File: src/rtl/seg_scan_ctrl.sv
// Scan controller for an 8-digit multiplexed seven-segment display: refresh
// prescaler, digit scan, per-digit enable/blink gating and a frame-synchronous shadow.
module seg_scan_ctrl #(
    parameter int REFRESH_DIV  = 100000,
    parameter int BLINK_FRAMES = 64
) (
    input  logic        clk,
    input  logic        rst_n,
    input  logic        en,
    input  logic [7:0]  digit_en,
    input  logic [7:0]  blink_mask,
    input  logic        upd_req,
    input  logic [31:0] upd_data,
    output logic        upd_ack,
    output logic [2:0]  digit_sel,
    output logic [7:0]  an_out,
    output logic [3:0]  digit_bcd,
    output logic        frame_start
);

    localparam int PW = (REFRESH_DIV > 1) ? $clog2(REFRESH_DIV) : 1;
    localparam int BW = (BLINK_FRAMES > 1) ? $clog2(BLINK_FRAMES) : 1;
    localparam logic [PW-1:0] PRESC_MAX = PW'(REFRESH_DIV - 1);
    localparam logic [BW-1:0] BLINK_MAX = BW'(BLINK_FRAMES - 1);

    logic [PW-1:0] presc, presc_nxt;
    logic [BW-1:0] blink_cnt, blink_cnt_nxt;
    logic          blink_phase, blink_phase_nxt;
    logic [31:0]   shadow, shadow_nxt;
    logic [2:0]    sel_nxt;
    logic [7:0]    an_nxt;
    logic [3:0]    bcd_nxt;
    logic          tick, frame_wrap, load;

    always_comb begin
        tick            = en && (presc == PRESC_MAX);
        frame_wrap      = tick && (digit_sel == 3'd7);
        presc_nxt       = presc;
        sel_nxt         = digit_sel;
        blink_cnt_nxt   = blink_cnt;
        blink_phase_nxt = blink_phase;

        if (en) begin
            presc_nxt = tick ? '0 : presc + 1'b1;
        end
        if (tick) begin
            sel_nxt = digit_sel + 3'd1;
        end
        if (frame_wrap) begin
            if (blink_cnt == BLINK_MAX) begin
                blink_cnt_nxt   = '0;
                blink_phase_nxt = ~blink_phase;
            end else begin
                blink_cnt_nxt = blink_cnt + 1'b1;
            end
        end

        // While scanning, the shadow only changes on the frame boundary so a frame never tears.
        load       = upd_req && !upd_ack && (en ? frame_wrap : 1'b1);
        shadow_nxt = load ? upd_data : shadow;

        // Outputs follow the next-state index so they move on the same edge as digit_sel.
        an_nxt = 8'hFF;
        if (en && digit_en[sel_nxt] && !(blink_mask[sel_nxt] && blink_phase_nxt)) begin
            an_nxt[sel_nxt] = 1'b0;
        end
        bcd_nxt = shadow_nxt[{sel_nxt, 2'b00} +: 4];
    end

    always_ff @(posedge clk) begin
        if (!rst_n) begin
            presc       <= '0;
            digit_sel   <= 3'd0;
            blink_cnt   <= '0;
            blink_phase <= 1'b0;
            shadow      <= 32'd0;
            upd_ack     <= 1'b0;
            frame_start <= 1'b0;
            an_out      <= 8'hFF;
            digit_bcd   <= 4'd0;
        end else begin
            presc       <= presc_nxt;
            digit_sel   <= sel_nxt;
            blink_cnt   <= blink_cnt_nxt;
            blink_phase <= blink_phase_nxt;
            shadow      <= shadow_nxt;
            upd_ack     <= load;
            frame_start <= frame_wrap;
            an_out      <= an_nxt;
            digit_bcd   <= bcd_nxt;
        end
    end

endmodule

File: config.mk
export PLATFORM = sky130hd
export DESIGN_NAME = seg_scan_ctrl
export DESIGN_NICKNAME = d
export VERILOG_FILES = /design/src/rtl/seg_scan_ctrl.sv
export SDC_FILE = /design/constraint.sdc
export NUM_CORES = 1
export LEC_CHECK = 0
export CAP_MARGIN = 20
export CORE_ASPECT_RATIO = 1.4
export CORE_MARGIN = 8
export CORE_UTILIZATION = 52
export CTS_CLUSTER_DIAMETER = 200
export DETAILED_ROUTE_END_ITERATION = 7
export PLACE_DENSITY_LB_ADDON = 0.1
export SLEW_MARGIN = 40
export SYNTH_ARGS = -nofsm -noshare
export SYNTH_HDL_FRONTEND = slang
export SYNTH_SLANG_ARGS = --single-unit
export TNS_END_PERCENT = 100
File: constraint.sdc
create_clock -name clk -period 2.61 [get_ports clk]
set_input_delay 0.522 -clock clk [delete_from_list [all_inputs] [get_ports clk]]
set_output_delay 0.522 -clock clk [all_outputs]
set_load 0.02 [all_outputs]
==> results of run 1 <==
## sequential cells by signal, indices dropped and copies added (netlist names)
| name | count |
|---|---|
| blink_cnt | 6 |
| digit_sel | 3 |
| upd_ack | 1 |
| frame_start | 1 |
| an_out | 8 |
| digit_bcd | 4 |
| presc | 17 |
| blink_phase | 1 |
| shadow | 32 |
## power by group through the flow
stage	clock network, W	logic [W]	registers (W)
floorplan	0	0.000110	0.00118
CTS	0.00102	0.000266	0.00115
detailed placement	0	0.000253	0.00118
global route	0.00107	0.000336	0.00116
finish	0.00101	0.000315	0.00116
global placement	0	0.000250	0.00118
## cell type report
| cell class | count | area (sq um) |
|---|---|---|
| clock inverter | 4 | 76.32 |
| multi-input combinational | 273 | 2167 |
| clock buffer | 11 | 151.4 |
| inverter | 3 | 11.26 |
| timing repair buffer | 112 | 1112 |
| tap | 92 | 115.1 |
| sequential | 73 | 1461 |
| fill | 435 | 1518 |
## cell families (layout without fill, tap and decap cells)
logic type / after synthesis / after routing / synth area share
AND/OR/NAND/NOR: 156 / 156 / 0.2481
flip-flops: 73 / 73 / 0.4123
AO/OA/AOI/OAI: 51 / 51 / 0.1119
multiplexers: 42 / 42 / 0.1239
buffers and inverters: 24 / 130 / 0.04024
XOR/XNOR: 20 / 20 / 0.04942
adder cells (fa/ha/maj): 4 / 4 / 0.01412
## metrics by stage
step / instances / cell area (sq um) / utilization / total power [W] / setup TNS, ns
after detailed placement: 547 / 4532 / 0.6853 / 0.001431 / -3.772
after CTS: 564 / 4820 / 0.7289 / 0.002438 / 0
after floorplan: 370 / 3545 / - / 0.001292 / 0
final: 568 / 5095 / 0.7705 / 0.002483 / 0
after global placement: 547 / 4532 / 0.6853 / 0.001428 / -3.169
after global routing: 568 / 5095 / 0.7705 / 0.002564 / -0.1305
## cell usage after synthesis (2+ instances only)
cell type  count
mux2_2         2
inv_1          3
o21ai_0        5
xnor2_1        7
and3_1         5
a21oi_1       10
mux2i_1       39
nand2b_1       5
ha_1           4
nand4_1        9
dfxtp_1       73
nor2_1        27
xor2_1        13
nand3b_1       3
nand2_1       27
nor3b_1        4
clkbuf_1      10
and2_1         9
nor2b_1       39
nand3_1       10
buf_6          4
nor3_1         7
o22ai_1       17
buf_4          2
a21boi_0       4
buf_2          2
or3_1          2
o41a_1         4
## timing repair
item,4_1_cts,5_1_grt
resized for setup,4,38
setup endpoints to repair,2,5
pin swaps,1,4
gates cloned,1,2
setup buffers,1,3
## worst paths after layout
kind | startpoint | to | slack [ns] | depth (start not counted)
worst min register to register | presc[14]$_SDFFE_PN0P_ | presc[14]$_SDFFE_PN0P_ | 0.51 | 2
worst max-delay path | en | digit_bcd[2]$_SDFF_PN0_ | 0.02 | 10
worst min-delay path | presc[14]$_SDFFE_PN0P_ | presc[14]$_SDFFE_PN0P_ | 0.51 | 2
worst max register to register | presc[11]$_SDFFE_PN0P_ | digit_bcd[2]$_SDFF_PN0_ | 0.12 | 9
## layer usage
layer	up-vias	share of wire
met2	79	0.54
li1	1504	-
met5	-	0
met1	1442	0.39
met3	25	0.038
met4	0	0.036
## critical path: cells and delay by family
| family | cells | cell delay, ns |
|---|---|---|
| multiplexers | 1 | 0.29 |
| AO/OA/AOI/OAI | 3 | 0.65 |
| buffers and inverters | 3 | 0.80 |
| AND/OR/NAND/NOR | 3 | 0.55 |
==> results by group, run 1 <==
Floorplanning
  – # rows: 35
  – Die W: 85.78 um
  – Starting Density: 0.5360
  – Die Ht: 113.7 um
  – I/O pin total: 69
  – Die area: 9752 sq um
  – CORE AREA: 6613 sq um

Synthesis
  – Synth Instances: 370
  – Synth area leaders: dfxtp_1, mux2i_1, nor2b_1, xor2_1, o22ai_1
  – Distinct cells, synth: 52
  – Yosys top cell by area: dfxtp_1
  – Post-synth EDFFs: 0
  – Mapped Avg Cell Area: 9.580 sq um
  – Ys Warns: 0
  – Synth Flop Type: dfxtp_1
  – Seq cells post-synth: 73
  – Cell Area, Synth: 3545 sq um
  – Sequential share of the synthesized area: 0.4123
  – Synth async-reset ratio: 0
  – Share of Yosys cell area claimed by the top area cell type: 0.4123
  – Synthesized Nets: 426

Clocking
  – TritonCTS Buffers: 9
  – Worst-path clk slew: 0.08 ns
  – CTS sink cnt: 73
  – H-tree depth: 3
  – Clk buf depth: 2
  – Root buf cell: clkbuf_8
  – CTS Hold Bufs: 0
  – TritonCTS clock tree: built
  – Worst-Skew Late Latency: 0.35 ns

Place
  – Gpl congestion: 0.8401
  – PortBufs: 68
  – Setup WS pre-CTS: -0.4025 ns
  – Detailed Place HPWL: 6686 um

Critical path
  – Critical Path, Cell by Cell: clkdlybuf4s50_1, and4_4, and4_4, nand2_4, o2bb2ai_4, buf_12, clkbuf_16, mux2i_1, o22ai_1, o41a_1
  – Crit end category: register
  – Critical path data required time: 2.85 ns
  – Critical path data arrival time: 2.83 ns
  – Critical path's slowest cell: clkdlybuf4s50_1
  – Setup CP Type: in -> reg
  – Slowest cell delay on critical path: 0.48 ns
  – Critical Path Start Type: input pin
  – Maximum fanout along the worst path: 6
  – Critical Path Most Common Cell: and4_4

Global route
  – Via count of the first global-routing pass: 2958
  – Met2 Resource Use GR: 0.3359
  – Met1 Use GR: 0.2103
  – Global routing usage on met3: 0.03741
  – Largest net degree at the start of global routing: 50
  – First-pass GRT wire length: 14690 um
  – GR Util All Layers: 0.1904
  – Total global routing overflow: 0
  – Busiest layer in global routing: met2
  – Antenna violations before repair: 0

Drt
  – Drt drc: 0
  – DR WL/cell: 17.09 um
  – Initial DRC count: 103
  – DR vias: 3050
  – Router iterations before antenna repair: 4
  – Post-DRT Antenna Nets: 0
  – Vias per cell: 5.370
  – Post-Route WL: 9705 um

Status
  – Status: finished clean

Pwr
  – Pwr Density: 487.3 nW/um^2
  – Leakage: 1.809 nW
  – Clock power share: 0.406
  – Flop pwr share: 0.467
  – Peak supply drop: 476.4 uV
  – Net Sw Frac: 0.2258
  – Combinational Power Share: 0.127
  – Pint: 0.001922 W
  – Switch Pwr: 0.0005605 W

Timing
  – Final setup violation count: 0
  – Final hold violations: 0
  – Fin crit share: 0.9915
  – Clk_skew: 0.009846 ns
  – Fin. max-slew vios: 0
  – Rel. slew slack: 0.6468
  – Fin worst setup slack: 0.02208 ns
  – Clock period minus worst slack: 2.588 ns
  – Worst-Margin Slew: 0.5285 ns
  – WHS: 0.5072 ns
  – Peak Freq: 386.4 MHz

Finish
  – Share of layout cells above drive strength 1: 0.2059
  – Most frequent cells in the layout: dfxtp_1, clkdlybuf4s50_1, nor2b_1
  – Number of diodes: 0
  – Layout area overhead: 43.73%
  – Most common cell after layout, fill and taps aside: dfxtp_1
  – Layout Nets: 528

Run
  – Max-cap check violation count: 0

Min path
  – Hold WC Path Type: reg -> reg
No activity file was read; power rests on OpenSTA's default activity.
==> inputs of run 2 (changes only) <==
--- a/config.mk
+++ b/config.mk
@@ -11,6 +11,7 @@
 export CORE_UTILIZATION = 52
 export CTS_CLUSTER_DIAMETER = 200
 export DETAILED_ROUTE_END_ITERATION = 7
+export HOLD_SLACK_MARGIN = 0.06
 export PLACE_DENSITY_LB_ADDON = 0.1
 export SLEW_MARGIN = 40
 export SYNTH_ARGS = -nofsm -noshare
==> results of run 2 <==
No change in the layout: final DEF, timing and power equal those of run 1.
